===== src/rtl/rt_tstamp_pkg.sv =====
// Shared constants and the timestamp FIFO entry layout
// for the event timestamp capture stage.
package rt_tstamp_pkg;

  localparam int EDGE_RISE = 0;
  localparam int EDGE_FALL = 1;
  localparam int EDGE_BOTH = 2;

  localparam int CNT_W_DEF = 32;
  localparam int DEPTH_DEF = 8;

  // Packing order matches the FIFO word {first, delta, tstamp}
  typedef struct packed {
    logic                 first;
    logic [CNT_W_DEF-1:0] delta;
    logic [CNT_W_DEF-1:0] tstamp;
  } tstamp_entry_t;

endpackage


===== src/rtl/rt_sync_fifo.sv =====
// Show-ahead synchronous FIFO with clear,
// accepting a push while full if a pop happens in the same cycle.
module rt_sync_fifo #(
  parameter  int W     = 65,
  parameter  int DEPTH = 8,
  localparam int AW    = $clog2(DEPTH)
) (
  input  logic         rt_i_clk,
  input  logic         rt_i_rst_n,
  input  logic         rt_i_clr,
  input  logic         rt_i_push,
  input  logic         rt_i_pop,
  input  logic [W-1:0] rt_i_wdata,
  output logic [W-1:0] rt_o_rdata,
  output logic         rt_o_full,
  output logic         rt_o_empty,
  output logic [AW:0]  rt_o_level
);

  logic [W-1:0]  mem [DEPTH];
  logic [AW-1:0] wptr;
  logic [AW-1:0] rptr;
  logic          do_push;
  logic          do_pop;

  assign rt_o_empty = (rt_o_level == '0);
  assign rt_o_full  = (rt_o_level == (AW+1)'(DEPTH));
  assign do_pop     = rt_i_pop & ~rt_o_empty;
  assign do_push    = rt_i_push & (~rt_o_full | do_pop);
  assign rt_o_rdata = rt_o_empty ? '0 : mem[rptr];

  always_ff @(posedge rt_i_clk or negedge rt_i_rst_n) begin
    if (!rt_i_rst_n) begin
      wptr       <= '0;
      rptr       <= '0;
      rt_o_level <= '0;
    end else if (rt_i_clr) begin
      wptr       <= '0;
      rptr       <= '0;
      rt_o_level <= '0;
    end else begin
      if (do_push) wptr <= wptr + 1'b1;
      if (do_pop)  rptr <= rptr + 1'b1;
      rt_o_level <= rt_o_level
                  + (AW+1)'(do_push)
                  - (AW+1)'(do_pop);
    end
  end

  // Storage needs no reset: reads are masked while empty
  always_ff @(posedge rt_i_clk) begin
    if (do_push && !rt_i_clr) mem[wptr] <= rt_i_wdata;
  end

endmodule


===== src/rtl/rt_cnt_tstamp.sv =====
// Event timestamp capture: synchronise, edge detect, snapshot
// the counter with delta to the previous capture, queue in a FIFO.
module rt_cnt_tstamp
  import rt_tstamp_pkg::*;
#(
  parameter int CNT_W       = CNT_W_DEF,
  parameter int DEPTH       = DEPTH_DEF,
  parameter int SYNC_STAGES = 2,
  parameter int EDGE_SEL    = EDGE_RISE,
  parameter int DROP_W      = 16
) (
  input  logic                     rt_i_clk,
  input  logic                     rt_i_rst_n,
  input  logic [CNT_W-1:0]         rt_i_cnt,
  input  logic                     rt_i_evt,
  input  logic                     rt_i_en,
  input  logic                     rt_i_clr,
  output logic                     rt_o_valid,
  input  logic                     rt_i_ready,
  output logic [CNT_W-1:0]         rt_o_tstamp,
  output logic [CNT_W-1:0]         rt_o_delta,
  output logic                     rt_o_first,
  output logic [$clog2(DEPTH):0]   rt_o_level,
  output logic                     rt_o_ovf,
  output logic [DROP_W-1:0]        rt_o_drop_cnt
);

  logic [SYNC_STAGES-1:0] sync;
  logic                   s;
  logic                   s_d;
  logic                   edge_det;
  logic                   cap;
  logic                   pop;
  logic                   push;
  logic                   drop;
  logic                   full;
  logic                   empty;
  logic                   first_pend;
  logic [CNT_W-1:0]       last_ts;
  logic [CNT_W-1:0]       delta;
  logic [2*CNT_W:0]       wdata;
  logic [2*CNT_W:0]       rdata;

  assign s = sync[SYNC_STAGES-1];

  // History flop runs regardless of enable so enabling never fakes an edge
  always_ff @(posedge rt_i_clk or negedge rt_i_rst_n) begin
    if (!rt_i_rst_n) begin
      sync <= '0;
      s_d  <= 1'b0;
    end else begin
      sync <= {sync[SYNC_STAGES-2:0], rt_i_evt};
      s_d  <= s;
    end
  end

  always_comb begin
    edge_det = 1'b0;
    case (EDGE_SEL)
      EDGE_FALL: edge_det = ~s & s_d;
      EDGE_BOTH: edge_det = s ^ s_d;
      default:   edge_det = s & ~s_d;
    endcase
  end

  assign cap   = edge_det & rt_i_en;
  assign pop   = rt_o_valid & rt_i_ready;
  assign push  = cap & (~full | pop);
  assign drop  = cap & ~push;
  assign delta = first_pend ? '0 : rt_i_cnt - last_ts;
  assign wdata = {first_pend, delta, rt_i_cnt};

  always_ff @(posedge rt_i_clk or negedge rt_i_rst_n) begin
    if (!rt_i_rst_n) begin
      last_ts       <= '0;
      first_pend    <= 1'b1;
      rt_o_ovf      <= 1'b0;
      rt_o_drop_cnt <= '0;
    end else if (rt_i_clr) begin
      last_ts       <= '0;
      first_pend    <= 1'b1;
      rt_o_ovf      <= 1'b0;
      rt_o_drop_cnt <= '0;
    end else begin
      if (push) begin
        last_ts    <= rt_i_cnt;
        first_pend <= 1'b0;
      end
      if (drop) begin
        rt_o_ovf <= 1'b1;
        if (~&rt_o_drop_cnt) rt_o_drop_cnt <= rt_o_drop_cnt + 1'b1;
      end
    end
  end

  rt_sync_fifo #(
    .W     (2*CNT_W+1),
    .DEPTH (DEPTH)
  ) u_fifo (
    .rt_i_clk   (rt_i_clk),
    .rt_i_rst_n (rt_i_rst_n),
    .rt_i_clr   (rt_i_clr),
    .rt_i_push  (push),
    .rt_i_pop   (pop),
    .rt_i_wdata (wdata),
    .rt_o_rdata (rdata),
    .rt_o_full  (full),
    .rt_o_empty (empty),
    .rt_o_level (rt_o_level)
  );

  assign rt_o_valid  = ~empty;
  assign rt_o_first  = rdata[2*CNT_W];
  assign rt_o_delta  = rdata[2*CNT_W-1:CNT_W];
  assign rt_o_tstamp = rdata[CNT_W-1:0];

endmodule


===== config.mk =====
export PLATFORM = sky130hd
export DESIGN_NAME = rt_cnt_tstamp
export DESIGN_NICKNAME = d
export VERILOG_FILES = /design/src/rtl/rt_tstamp_pkg.sv /design/src/rtl/rt_sync_fifo.sv /design/src/rtl/rt_cnt_tstamp.sv
export SDC_FILE = /design/constraint.sdc
export NUM_CORES = 1
export LEC_CHECK = 0
export ABC_AREA = 1
export CELL_PAD_IN_SITES_DETAIL_PLACEMENT = 1
export CELL_PAD_IN_SITES_GLOBAL_PLACEMENT = 2
export CORE_UTILIZATION = 41
export DETAILED_ROUTE_END_ITERATION = 16
export PLACE_DENSITY_LB_ADDON = 0.1
export SLEW_MARGIN = 20
export SYNTH_ARGS = -nofsm -noshare
export SYNTH_HDL_FRONTEND = slang
export SYNTH_SLANG_ARGS = --single-unit
export TNS_END_PERCENT = 100

===== constraint.sdc =====
create_clock -name rt_i_clk -period 7.1 [get_ports rt_i_clk]
set_input_delay 1.42 -clock rt_i_clk [delete_from_list [all_inputs] [get_ports rt_i_clk]]
set_output_delay 1.42 -clock rt_i_clk [all_outputs]
set_load 0.05 [all_outputs]

# --- Word-level counts from Yosys, hierarchy flattened ---
# Memory sizes are Yosys's and may differ from the RTL's.
# Index checks and enable logic that the tools add are counted.
word_totals:
  register_bits: 63
  latch_bits: 0
  ramBits: 520
  mem_bits_ro: 0
  mem_count: 1
memory_table:
  columns: ["memory", "words", "word_bits", "rd", "rd_clocked_by_memory_dff", "wr", "line_no", "source"]
  rows:
  - ["u_fifo.mem", 8, 65, 1, 0, 1, "rt_sync_fifo.sv:20", "logic [W-1:0] mem [DEPTH];"]
op_classes:
  add_sub_neg: 6
  mul: 0
  n_div: 0
  n_lt_le_gt_ge: 0
  eq_ne: 2
  shifts: 0
  n_mux: 18
  bitwise_logic: 13
  reduce_logical: 9
ops:
  columns: ["op", "count"]
  rows:
  - ["two-way mux 32 bit", 3]
  - ["two-way mux 65 bit", 1]
  - ["two-way mux 16 bit", 3]
  - ["subtractor 32 bit", 1]
  - ["adder 16 x 1 -> 16 bit, second input constant", 1]
  - ["AND reduction 16 bit", 1]
  - ["two-way mux 3 bit", 4]
  - ["nonzero test 2 bit", 4]
  - ["bitwise AND 1 bit", 7]
  - ["adder 3 x 1 -> 3 bit, second input constant", 2]
  - ["two-way mux 1 bit", 6]
  - ["adder 4 x 1 -> 4 bit", 1]
  - ["== test 4 bit, second input constant", 1]
  - ["logical NOT 4 bit", 1]
  - ["two-way mux 4 bit", 1]
  - ["inverter 1 bit", 4]
  - ["subtractor 4 x 1 -> 4 bit", 1]
  - ["!= test 2 bit, second input constant", 1]
  - ["bitwise OR 1 bit", 2]
  - ["AND reduction 2 bit", 1]
  - ["logical AND 1 bit", 1]
  - ["logical NOT 1 bit", 1]

# --- Depth between registers and ports, before layout ---
depth:
  depth_word: 9
  depth_mapped: 14
  ltp_nobuf: 14

# --- Cells and area by module ---
# A second synthesis with hierarchy kept.
hier_totals:
  hier_cells: 2840
  hier_area_um2: 27158.5
modules_own_cells:
  columns: ["module", "n_inst", "cells_per_inst", "area_per_inst_um2"]
  rows:
  - ["rt_sync_fifo", 1, 2015, 22101.2]
  - ["rt_cnt_tstamp", 1, 825, 5057.4]

# --- Least setup slack after synthesis ---
# Ideal clock, no wire load.
synth_path:
  path_type: "input -> register"
  from: "in rt_i_en"
  to: "mem u_fifo.mem[0][0], enable pin"
  setup_ps: 568
  arrival_time_ps: 6530
  required_time_ps: 6532
  slack_ps: 3
  stages: 6
  n_path_buf: 0
  path_cell_list: "nand2_1 > nor2_1 > nand2_2 > nor2_4 > nand2_1 > nor3_1"
synth_via:
  elab_chain_len: 6
synth_lines:
  columns: ["item", "line_no", "source"]
  rows:
  - ["from (decl)", "rt_cnt_tstamp.sv:16", "input logic rt_i_en,"]
  - ["bitwise AND 1 bit", "rt_cnt_tstamp.sv:66", "assign cap = edge_det & rt_i_en;"]
  - ["bitwise AND 1 bit", "rt_cnt_tstamp.sv:68", "assign push = cap & (~full | pop);"]
  - ["bitwise AND 1 bit", "rt_sync_fifo.sv:29", "assign do_push = rt_i_push & (~rt_o_full | do_pop);"]
  - ["logical AND 1 bit", "rt_sync_fifo.sv:52", "if (do_push && !rt_i_clr) mem[wptr] <= rt_i_wdata;"]
  - ["two-way mux 1 bit", "rt_sync_fifo.sv:52", null]
  - ["two-way mux 1 bit (implied by the code)", "rt_sync_fifo.sv:52", null]
  - ["to (decl)", "rt_sync_fifo.sv:20", null]
# Every way passes these cells.

# --- Worst setup path after layout ---
layout_path:
  from: "reg u_fifo.rptr[0]"
  to: "out rt_o_tstamp[22]"
layout_via:
  elab_chain_len: 2
layout_lines:
  columns: ["item", "line_no", "source"]
  rows:
  - ["from (decl)", "rt_sync_fifo.sv:22", "logic [AW-1:0] rptr;"]
  - ["from (signal assigned)", "rt_sync_fifo.sv:43", "if (do_pop) rptr <= rptr + 1'b1;"]
  - ["memory read (8 x 65 bit)", null, null]
  - ["two-way mux 65 bit", "rt_sync_fifo.sv:30", "assign rt_o_rdata = rt_o_empty ? '0 : mem[rptr];"]
  - ["to (decl)", "rt_cnt_tstamp.sv:20", "output logic [CNT_W-1:0] rt_o_tstamp,"]
# Every way passes these cells.

==> run summary <==
Outcome -> complete, no violations
Comb power frac -> 31.5%
Final period util -> 78.40%
Top post-synthesis cells by area -> edfxtp_1 61%, nor2_1 8.8%, dfrtp_1 6.0%, o32ai_1 4.4%, nand2_1 4.3%
Vias -> 17970
Synth top area share -> 60.52%
Multiplexer share of the synthesized area -> 0%
Worst min path class -> flip-flop to flip-flop
Global-route usage over all layers -> 23.44%
Final instance area -> 29830 µm²
Switching power -> 3.698 mW
Fmax -> 179.6 MHz
Final hold vios -> 0
DP Area -> 27790 µm²
Worst Tran Pin Value -> 1130 ps
Initial Utilization -> 41.65%
Die area -> 63930 µm²
Clk slew on worst S/H paths -> 60 ps
CTS tree -> done
FF+latch count, synth -> 583
Hold Buf Count CTS -> 0
Switching Fraction -> 35.67%
Starting DRT DRC Count -> 1077
Synth Area in Compound Gates -> 10.61%
Startpoint Class -> flip-flop
Critical path peak fanout -> 147
Initial antenna violation count -> 4
Tot Pwr -> 10.37 mW
Final ANT Viol Nets -> 0
Vias in the first global route -> 18830
Top_reg_cell synth -> edfxtp_1
Nets -> 2541
Number of port buffers -> 124
Synth Net Count -> 2445
Syn Std Cell Area -> 25800 µm²
Post-synthesis cell count -> 2364
Adder-cell share of the synthesized area -> 2.144%
Worst setup margin -> 1533 ps
Routed WL per cell -> 22.00 µm
Setup WS pre-CTS -> 2027 ps
CTS Sinks -> 583
Root buffer cell -> clkbuf_16
GPL Wtd Cong -> 0.8169
Clock power share -> 31.2%
Unrepaired setup endpoints after global routing -> no
Flop pwr share -> 37.4%
Cell with the most instances after synthesis -> nor2_1
Drt pass-1 iters -> 5
Cts repair resizes -> 0
Layout cells sized above 1 -> 6.369%
CP Data Arrival Time -> 4150 ps
Post-CTS setup buffers -> 0
Clk_skew -> 23.54 ps
Syn Area/Cell -> 10.91 µm²
Dpl hpwl -> 44.59 mm
Area delta synth->final -> 15.62%
Drc violations -> 0
Post-synth cell types -> 40
Die width -> 252.9 µm
Power Dens Cells -> 347.6 nW/µm²
TritonCTS Buffers -> 61
Min Clock Period, post-route -> 5567 ps
H-Tree Depth -> 2
Clock Latency Late Sink -> 620 ps
Pin count of the biggest net entering global routing -> 148
Max Cap Viol -> 0
Setup violations, final -> 0
Clock buffer depth -> 3
Top-level I/O count -> 125
Global route overflow -> 0
Post-synth EDFFs -> 520
Critical path type -> flip-flop to output pin
Total Neg Setup Slack -> 0 ps
P_int -> 6.669 mW
Slew Viols, Final -> 0
Synth Area in Simple Gates -> 15.30%
CP Capture Type -> output pin
FP Rows -> 91
Async set or reset register ratio after synthesis -> 10.81%
Leak Pwr -> 10.81 nW
Slew HR -> 24.64%
Top cell type by total area after synthesis -> edfxtp_1
Ys Warns -> 0
Vias per cell -> 5.365
Peak VDD IR -> 0.3297 mV
DIE HEIGHT -> 252.9 µm
Synth Area in XOR/XNOR -> 0.2716%
Sequential share of the synthesized area -> 66.64%
Critical Path RT -> 5680 ps
Main combinational cell family by area after synthesis -> simple AND/OR/NAND/NOR gates
Core area -> 61940 µm²
Top cells by count, synth -> 603 x nor2_1, 520 x edfxtp_1, 297 x nand2_1
Routed wire length -> 73.70 mm
First-pass GRT wire length -> 113.0 mm
[registers in the layout, indices dropped and copies added, names as in the netlist, 2 cells and up]
register	cells
u_fifo.rptr	3
u_fifo.mem	520
rt_o_drop_cnt	16
sync	2
u_fifo.wptr	3
u_fifo.rt_o_level	4
last_ts	32
[area by class of cell]
| type | count | area, µm² |
|---|---|---|
| timing repair buffer | 153 | 1530 |
| sequential | 583 | 17200 |
| clock inverter | 40 | 417.9 |
| tap | 837 | 1047 |
| antenna | 1 | 2.502 |
| clock buffer | 75 | 1620 |
| fill | 6647 | 32110 |
| multi-input combinational | 1490 | 7361 |
| inverter | 171 | 649.4 |
[worst max-delay path, stage by stage (launching register included)]
cell and delay [ps]:
dfrtp_4 720, inv_8 760, buf_4 460, nor2_1 90, o32ai_1 250, nor2_1 70, nor2_1 220, clkdlybuf4s50_1 850
[logic make-up after synthesis]
logic type / after synthesis
and+or+nand+nor: 994
AOI/OAI and AO/OA: 445
DFF: 583
xor gates and xnor gates: 8
buffers and inverters: 291
adders and majority gates: 43
[metrics by stage]
step	utilization, %	cells	hold WS, ps
6_report	48.16	3350	349.1
5_1_grt	48.16	3349	356.1
4_1_cts	48.15	3349	351.7
3_5_place_dp	44.86	3234	338.9
3_3_place_gp	44.85	3234	334.4
2_1_floorplan	-	2364	331.2
[per-layer routing]
| metal | vias up | part of all wire [%] | global-route usage [%] |
|---|---|---|---|
| met1 | 9156 | 46 | 32.05 |
| met2 | 279 | 48 | 39.42 |
| met3 | 92 | 3.2 | 2.611 |
| li1 | 8447 | - | - |
| met5 | - | 0 | 0 |
| met4 | 0 | 2.2 | 6.771 |
[layout by cell type (no fill, tap or decap), types with 8 or more instances in the layout]
| cell | netlist | final |
|---|---|---|
| a21oi_1 | 57 | 57 |
| buf_4 | 4 | 22 |
| bufinv_16 | 0 | 8 |
| clkbuf_1 | 54 | 11 |
| clkbuf_16 | 0 | 62 |
| clkdlybuf4s50_1 | 0 | 123 |
| clkinv_1 | 1 | 11 |
| clkinv_2 | 0 | 14 |
| dfrtp_1 | 62 | 59 |
| edfxtp_1 | 520 | 520 |
| ha_1 | 41 | 41 |
| inv_1 | 159 | 159 |
| inv_2 | 10 | 10 |
| nand2_1 | 297 | 297 |
| nand3_1 | 49 | 49 |
| nand4_1 | 8 | 8 |
| nor2_1 | 603 | 597 |
| nor2_4 | 4 | 10 |
| nor3_1 | 13 | 11 |
| o21ai_0 | 148 | 148 |
| o21ai_1 | 101 | 101 |
| o32ai_1 | 130 | 130 |
[power groups by stage]
stage	registers (mW)	clock network, mW	logic, mW
6_report	3.87	3.23	3.27
3_3_place_gp	3.94	0	3.25
5_1_grt	3.88	3.41	3.53
3_5_place_dp	3.94	0	3.30
4_1_cts	3.87	3.29	3.32
2_1_floorplan	3.91	0	2.27
[final timing paths]
| kind | start | to | slack, ps | cells past startpoint |
|---|---|---|---|---|
| worst max register to register | u_fifo.rt_o_level[2] | u_fifo.mem[5][45] | 2570 | 11 |
| min in group asynchronous | rt_i_rst_n | rt_o_drop_cnt[6] | 930 | 1 |
| worst min register to register | sync[0] | sync[1] | 350 | 0 |
| max in group asynchronous | rt_i_rst_n | u_fifo.rptr[0] | 5460 | 1 |
| worst min-delay path | sync[0] | sync[1] | 350 | 0 |
| worst max-delay path | u_fifo.rptr[0] | rt_o_tstamp[22] | 1530 | 7 |
Power figures use the tool's default switching activity.
